File: config.mk
export PLATFORM = sky130hd
export DESIGN_NAME = gslcd_fb_reader
export DESIGN_NICKNAME = d
export VERILOG_FILES = /design/src/rtl/gslcd_fb_pkg.sv /design/src/rtl/gslcd_fb_credit_ctr.sv /design/src/rtl/gslcd_fb_reader.sv
export SDC_FILE = /design/constraint.sdc
export NUM_CORES = 1
export LEC_CHECK = 0
export CORE_UTILIZATION = 50
export CTS_CLUSTER_DIAMETER = 200
export DETAILED_ROUTE_END_ITERATION = 10
export PLACE_DENSITY = 0.95
export SYNTH_ARGS = -nofsm -noshare
export SYNTH_HDL_FRONTEND = slang
export SYNTH_SLANG_ARGS = --single-unit
File: constraint.sdc
create_clock -name clk -period 4.95 [get_ports clk]
set_clock_uncertainty 0.05 [all_clocks]
set_input_delay 0.99 -clock clk [delete_from_list [all_inputs] [get_ports clk]]
set_output_delay 0.99 -clock clk [all_outputs]
set_load 0.05 [all_outputs]
File: src/rtl/gslcd_fb_pkg.sv
// Shared types and helpers for the GSLCD framebuffer read scheduler.
package gslcd_fb_pkg;

  typedef enum logic [1:0] {
    ST_IDLE  = 2'd0,
    ST_ISSUE = 2'd1,
    ST_DRAIN = 2'd2
  } fb_state_e;

  localparam logic [1:0] AXI_BURST_INCR = 2'b01;
  localparam logic [1:0] AXI_RESP_OKAY  = 2'b00;

  function automatic int fb_bytes_per_burst(input int burst_len, input int data_width);
    return burst_len * data_width / 8;
  endfunction

  function automatic int fb_align_bits(input int burst_len, input int data_width);
    return $clog2(fb_bytes_per_burst(burst_len, data_width));
  endfunction

endpackage

File: src/rtl/gslcd_fb_credit_ctr.sv
// Saturating FIFO credit counter: a burst reserves BURST_LEN words, each pop returns one.
module gslcd_fb_credit_ctr #(
  parameter int BURST_LEN  = 16,
  parameter int FIFO_DEPTH = 64,
  localparam int CW        = $clog2(FIFO_DEPTH) + 1
) (
  input  logic clk,
  input  logic reset,
  input  logic reserve,
  input  logic release_one,
  output logic has_burst_space
);

  logic [CW-1:0] credits_q, credits_d;
  logic [CW:0]   sum;

  // Clamped at both ends so stale traffic across a reset cannot wrap the count.
  always_comb begin
    sum = {1'b0, credits_q} + (CW+1)'(release_one);
    if (reserve)
      sum = (sum >= (CW+1)'(BURST_LEN)) ? sum - (CW+1)'(BURST_LEN) : '0;
    if (sum > (CW+1)'(FIFO_DEPTH))
      sum = (CW+1)'(FIFO_DEPTH);
    credits_d = CW'(sum);
  end

  always_ff @(posedge clk or posedge reset) begin
    if (reset) credits_q <= CW'(FIFO_DEPTH);
    else       credits_q <= credits_d;
  end

  assign has_burst_space = (credits_q >= CW'(BURST_LEN));

endmodule

File: src/rtl/gslcd_fb_reader.sv
// Framebuffer burst read scheduler feeding the GSLCD pixel line FIFO.
// Define GSLCD_FB_READER_RRESP_CHECK_EN to flag non-OKAY read responses on err_resp.
module gslcd_fb_reader
  import gslcd_fb_pkg::*;
#(
  parameter int BURST_LEN       = 16,
  parameter int FIFO_DEPTH      = 64,
  parameter int MAX_OUTSTANDING = 4,
  parameter int ADDR_WIDTH      = 32,
  parameter int DATA_WIDTH      = 32
) (
  input  logic                  clk,
  input  logic                  reset,
  input  logic                  enable,
  input  logic                  frame_start,
  input  logic [ADDR_WIDTH-1:0] fb_base,
  input  logic [19:0]           frame_bursts,
  input  logic                  fifo_pop,
  input  logic                  err_clear,
  output logic                  m_arvalid,
  input  logic                  m_arready,
  output logic [ADDR_WIDTH-1:0] m_araddr,
  output logic [7:0]            m_arlen,
  output logic [2:0]            m_arsize,
  output logic [1:0]            m_arburst,
  input  logic                  m_rvalid,
  output logic                  m_rready,
  input  logic [DATA_WIDTH-1:0] m_rdata,
  input  logic [1:0]            m_rresp,
  input  logic                  m_rlast,
  output logic                  fifo_push,
  output logic [DATA_WIDTH-1:0] fifo_data,
  output logic                  busy,
  output logic                  frame_done,
  output logic                  err_overrun,
  output logic                  err_resp
);

  localparam int BYTES_PER_BURST = fb_bytes_per_burst(BURST_LEN, DATA_WIDTH);
  localparam int ALIGN_BITS      = fb_align_bits(BURST_LEN, DATA_WIDTH);
  localparam int OW              = $clog2(MAX_OUTSTANDING + 1);
  localparam logic [ADDR_WIDTH-1:0] ADDR_STEP = ADDR_WIDTH'(BYTES_PER_BURST);
  localparam logic [ADDR_WIDTH-1:0] LOW_MASK  = ADDR_WIDTH'((64'd1 << ALIGN_BITS) - 64'd1);

  fb_state_e             state_q, state_d;
  logic [ADDR_WIDTH-1:0] addr_q, addr_d;
  logic [19:0]           remaining_q, remaining_d;
  logic [OW-1:0]         outstanding_q, outstanding_d;
  logic                  arvalid_q, arvalid_d;
  logic                  push_q, push_d;
  logic [DATA_WIDTH-1:0] data_q, data_d;
  logic                  frame_done_q, frame_done_d;
  logic                  err_overrun_q, err_overrun_d;
  logic                  err_resp_q, err_resp_d;

  logic ar_hs, r_hs, r_done, has_space, can_issue, start_ok;

  assign ar_hs     = arvalid_q & m_arready;
  assign r_hs      = m_rvalid & m_rready;
  assign r_done    = r_hs & m_rlast;
  assign can_issue = enable & has_space & (outstanding_q < OW'(MAX_OUTSTANDING));
  assign start_ok  = (state_q == ST_IDLE) & frame_start & enable;

  gslcd_fb_credit_ctr #(
    .BURST_LEN (BURST_LEN),
    .FIFO_DEPTH(FIFO_DEPTH)
  ) u_credit (
    .clk            (clk),
    .reset          (reset),
    .reserve        (ar_hs),
    .release_one    (fifo_pop),
    .has_burst_space(has_space)
  );

  always_ff @(posedge clk or posedge reset) begin
    if (reset) state_q <= ST_IDLE;
    else       state_q <= state_d;
  end

  always_comb begin
    state_d = state_q;
    case (state_q)
      ST_IDLE:  if (start_ok && frame_bursts != '0) state_d = ST_ISSUE;
      ST_ISSUE: if ((ar_hs && remaining_q == 20'd1) || remaining_q == '0 ||
                    (!enable && !arvalid_q))        state_d = ST_DRAIN;
      ST_DRAIN: if (outstanding_q == '0)            state_d = ST_IDLE;
      default:                                      state_d = ST_IDLE;
    endcase
  end

  always_comb begin
    addr_d        = addr_q;
    remaining_d   = remaining_q;
    outstanding_d = outstanding_q;
    arvalid_d     = arvalid_q;
    frame_done_d  = 1'b0;
    push_d        = r_hs;
    data_d        = r_hs ? m_rdata : data_q;
    err_overrun_d = (err_overrun_q & ~err_clear) | (frame_start & (state_q != ST_IDLE));

    if (start_ok) begin
      addr_d       = fb_base & ~LOW_MASK;
      remaining_d  = frame_bursts;
      frame_done_d = (frame_bursts == '0);
    end
    if (state_q == ST_DRAIN && outstanding_q == '0)
      frame_done_d = 1'b1;

    // A raised request is only ever dropped by its handshake, never by enable.
    if (ar_hs) begin
      addr_d      = addr_q + ADDR_STEP;
      remaining_d = remaining_q - 20'd1;
      arvalid_d   = 1'b0;
    end else if (!arvalid_q) begin
      arvalid_d = can_issue &
                  ((start_ok && frame_bursts != '0) ||
                   (state_q == ST_ISSUE && remaining_q != '0));
    end

    case ({ar_hs, r_done})
      2'b10:   outstanding_d = outstanding_q + OW'(1);
      2'b01:   outstanding_d = (outstanding_q == '0) ? '0 : outstanding_q - OW'(1);
      default: outstanding_d = outstanding_q;
    endcase

`ifdef GSLCD_FB_READER_RRESP_CHECK_EN
    err_resp_d = (err_resp_q & ~err_clear) | (r_hs & (m_rresp != AXI_RESP_OKAY));
`else
    err_resp_d = 1'b0;
`endif
  end

  always_ff @(posedge clk or posedge reset) begin
    if (reset) begin
      addr_q        <= '0;
      remaining_q   <= '0;
      outstanding_q <= '0;
      arvalid_q     <= 1'b0;
      push_q        <= 1'b0;
      data_q        <= '0;
      frame_done_q  <= 1'b0;
      err_overrun_q <= 1'b0;
      err_resp_q    <= 1'b0;
    end else begin
      addr_q        <= addr_d;
      remaining_q   <= remaining_d;
      outstanding_q <= outstanding_d;
      arvalid_q     <= arvalid_d;
      push_q        <= push_d;
      data_q        <= data_d;
      frame_done_q  <= frame_done_d;
      err_overrun_q <= err_overrun_d;
      err_resp_q    <= err_resp_d;
    end
  end

`ifndef GSLCD_FB_READER_RRESP_CHECK_EN
  logic unused_rresp;
  assign unused_rresp = ^m_rresp;
`endif

  assign m_arvalid   = arvalid_q;
  assign m_araddr    = addr_q;
  assign m_arlen     = 8'(BURST_LEN - 1);
  assign m_arsize    = 3'($clog2(DATA_WIDTH / 8));
  assign m_arburst   = AXI_BURST_INCR;
  assign m_rready    = ~reset;
  assign fifo_push   = push_q;
  assign fifo_data   = data_q;
  assign busy        = (state_q != ST_IDLE);
  assign frame_done  = frame_done_q;
  assign err_overrun = err_overrun_q;
  assign err_resp    = err_resp_q;

endmodule

==> summary.md <==
| Metric | Value |
|---|---|
| Status | complete, no violations |
| Crit path DAT | 2900 ps |
| Max frequency | 254 MHz |
| CP endpoint kind | output port |
| Max-Cap Viols | 0 |
| Critical path required time | 3910 ps |
| Synth cell types | 67 |
| Nets | 780 |
| DIE AREA | 10900 um2 |
| Die Wd | 104 um |
| Total wire length | 14400 um |
| Final hold vios | 0 |
| PD cells | 559 nW/um2 |
| Hold Buf Count CTS | 0 |
| Cell Int Power | 1980 uW |
| Crit-path max FO | 35 |
| # DRC | 0 |
| Std-Cell Core Area | 9950 um2 |
| LEAKAGE | 0.00276 uW |
| Clk_lat worst skew | 380 ps |
| Comb power frac | 0.507 |
| Yosys warnings | 0 |
| WHS Endpoint | fifo_data[24] |
| Cts bufs inserted | 9 |
| Initial antenna violation count | 0 |
| DRT antenna net count | 0 |
| Wire per inst | 17.7 um |
| Finished Layout Cells | 813 |
| Root Driver | clkbuf_8 |
| Htree depth | 3 |
| Clock Power Share | 0.128 |
| Mapped Area | 5230 um2 |
| Clock slew at reported path FFs | 100 ps |
| Hold path startpoint | fifo_data[24] |
| Setup TNS | 0 ps |
| Worst slew pin tran | 899 ps |
| Minimum setup slack among reg-to-reg paths | 2420 ps |
| Filler instances | 749 |
| Top cell type by total area after synthesis | dfrtp_1 |
| Kind of critical path | in2out |
| CP Launch Type | input pin |
| Reg2reg start | state_q[0] |
| Total gr overflow | 0 |
| Die height | 104 um |
| Synth top cells by count | 93 x dfrtp_1, 49 x nand2_1, 45 x nor2_1, 33 x mux2_2 |
| GRT Util Overall | 0.271 |
| Post-Place Worst Slack | 973 ps |
| Synthesis-stage register bit count | 94 |
| EDFF count, synth | 0 |
| Design area | 6930 um2 |
| R2R cell count | 5 |
| Ports | 179 |
| Placed insts | 797 |
| Async set-reset flop share out of synthesis | 1.00 |
| Buffers on Ports | 150 |
| Initial Utilization | 0.526 |
| Share of layout cells above drive strength 1 | 0.116 |
| Final period utilization | 0.797 |
| Maximum clock path buffer count | 2 |
| Hold Path Stages | 1 |
| Most frequent cell after synthesis | dfrtp_1 |
| ANT cells | 0 |
| Drt first-iter violations | 408 |
| CTS tree | done |
| # setup viols final | 0 |
| Vias | 4925 |
| Dpl cell area | 6740 um2 |
| CTS resizes | 0 |
| RSZ-0062 raised after global routing | no |
| Minimum clock period | 3940 ps |
| Seq pwr share | 0.365 |
| Max-slew headroom | 0.400 |
| Post-Syn Instances | 538 |
| Area Growth Syn to Fin | 32.5% |
| Post-CTS setup buffers | 0 |
| Routability Congestion | 0.910 |
| Switching pwr | 1890 uW |
| Vias in the first global route | 4939 |
| Worst VDD drop | 0.392 mV |
| Sw Share | 0.489 |
| Register area share after synthesis | 0.450 |
| Vias per std cell | 6.06 |
| Worst hold path class | reg2reg |
| Top area cells in the synthesized netlist | dfrtp_1 44%, mux2_2 7.1%, nand2_1 3.5% |
| Top_reg_cell synth | dfrtp_1 |
| Sink Count | 94 |
| Final WS setup | 1010 ps |
| Mean area per synthesized cell | 9.73 um2 |
| First-pass GRT wire length | 23900 um |
| DP HPWL | 10600 um |
| DRT Pass-1 Iters | 5 |
| R2R Path End | remaining_q[14] |
| Largest net degree at the start of global routing | 62 |
| Final Max Slew Viols | 0 |
| Top-area cell type share of the netlist area | 0.445 |
| FP Rows | 36 |
[power by group through the flow]
stage / clock network, uW / registers (uW) / logic (uW)
finish: 497 / 1410 / 1960
global route: 534 / 1460 / 2100
floorplan: 0 / 1840 / 882
CTS: 503 / 1400 / 1960
detailed placement: 0 / 1410 / 1960
global placement: 0 / 1380 / 1890
[metal layers]
metal  track usage  up-vias  wire (um)
li1              -     2232          -
met1         0.328     2396       5760
met2         0.476      259       7290
met3        0.0476       38        979
met4         0.109        0        388
met5             0        -          0
[logic make-up (layout without fill, tap and decap cells)]
family / count (synthesis) / after routing / synth area share
AOI/OAI and AO/OA: 122 / 122 / 0.165
xor gates and xnor gates: 5 / 5 / 0.00837
DFF: 94 / 94 / 0.450
adders and majority gates: 10 / 10 / 0.0239
muxes: 37 / 37 / 0.0811
buffers and inverters: 64 / 188 / 0.0643
other: 2 / 20 / 0.00144
and+or+nand+nor: 204 / 204 / 0.207
[placed cells by master (no fill, tap or decap), drive strengths merged, types with 4 or more instances in the layout]
cell type / Yosys / final
a211oi: 16 / 16
a21oi: 22 / 22
a221o: 6 / 6
a311oi: 8 / 8
a31oi: 4 / 4
and2: 9 / 9
and3: 9 / 9
and4: 4 / 4
buf: 35 / 6
clkbuf: 13 / 9
clkdlybuf4s50: 0 / 150
conb: 2 / 20
dfrtp: 93 / 93
ha: 10 / 10
inv: 16 / 18
mux2: 33 / 33
nand2: 50 / 50
nand3: 23 / 23
nand4: 11 / 11
nor2: 46 / 46
nor3: 19 / 19
nor4: 12 / 12
o211ai: 7 / 7
o21ai: 23 / 23
o22ai: 4 / 4
o311ai: 5 / 5
o31ai: 5 / 5
or3: 4 / 4
or4: 6 / 6
[how the worst max path moves through the flow]
| stage | startpoint | to | slack (ps) | depth (start not counted) |
|---|---|---|---|---|
| 5_1_grt | reset | m_rready | 850 | 3 |
| 6_report | reset | m_rready | 1010 | 3 |
| 2_1_floorplan | reset | m_rready | 700 | 1 |
| 4_1_cts | reset | m_rready | 960 | 3 |
| 3_3_place_gp | reset | m_rready | 1000 | 3 |
| 3_5_place_dp | reset | m_rready | 970 | 3 |
[critical path, stage by stage]
cell and delay [ps]:
clkdlybuf4s50_1 520, clkinv_2 500, clkdlybuf4s50_1 880
[layout make-up]
type	instances	area, um2	share of cell area
Clock buffer	9	124	0.0179
Tap cell	133	166	0.0240
Sequential cell	94	2350	0.339
Clock inverter	7	66.3	0.00957
Timing Repair Buffer	156	1550	0.223
Multi-Input combinational cell	398	2620	0.377
Inverter	16	61.3	0.00884
[flip-flops by register name (all words and copies together), names as in the netlist]
register            flops
outstanding_q           3
m_arvalid               1
u_credit.credits_q      7
frame_done              1
remaining_q            20
err_overrun             1
fifo_push               1
m_araddr               26
state_q                 2
fifo_data              32
[per-stage QoR]
stage / util / hold slack [ps] / power (uW)
CTS: 0.696 / 471 / 3860
global route: 0.696 / 491 / 4090
finish: 0.696 / 468 / 3870
detailed placement: 0.677 / 448 / 3360
floorplan: - / 428 / 2720
global placement: 0.677 / 438 / 3270
Note: power is estimated with default switching activity, not from simulation.
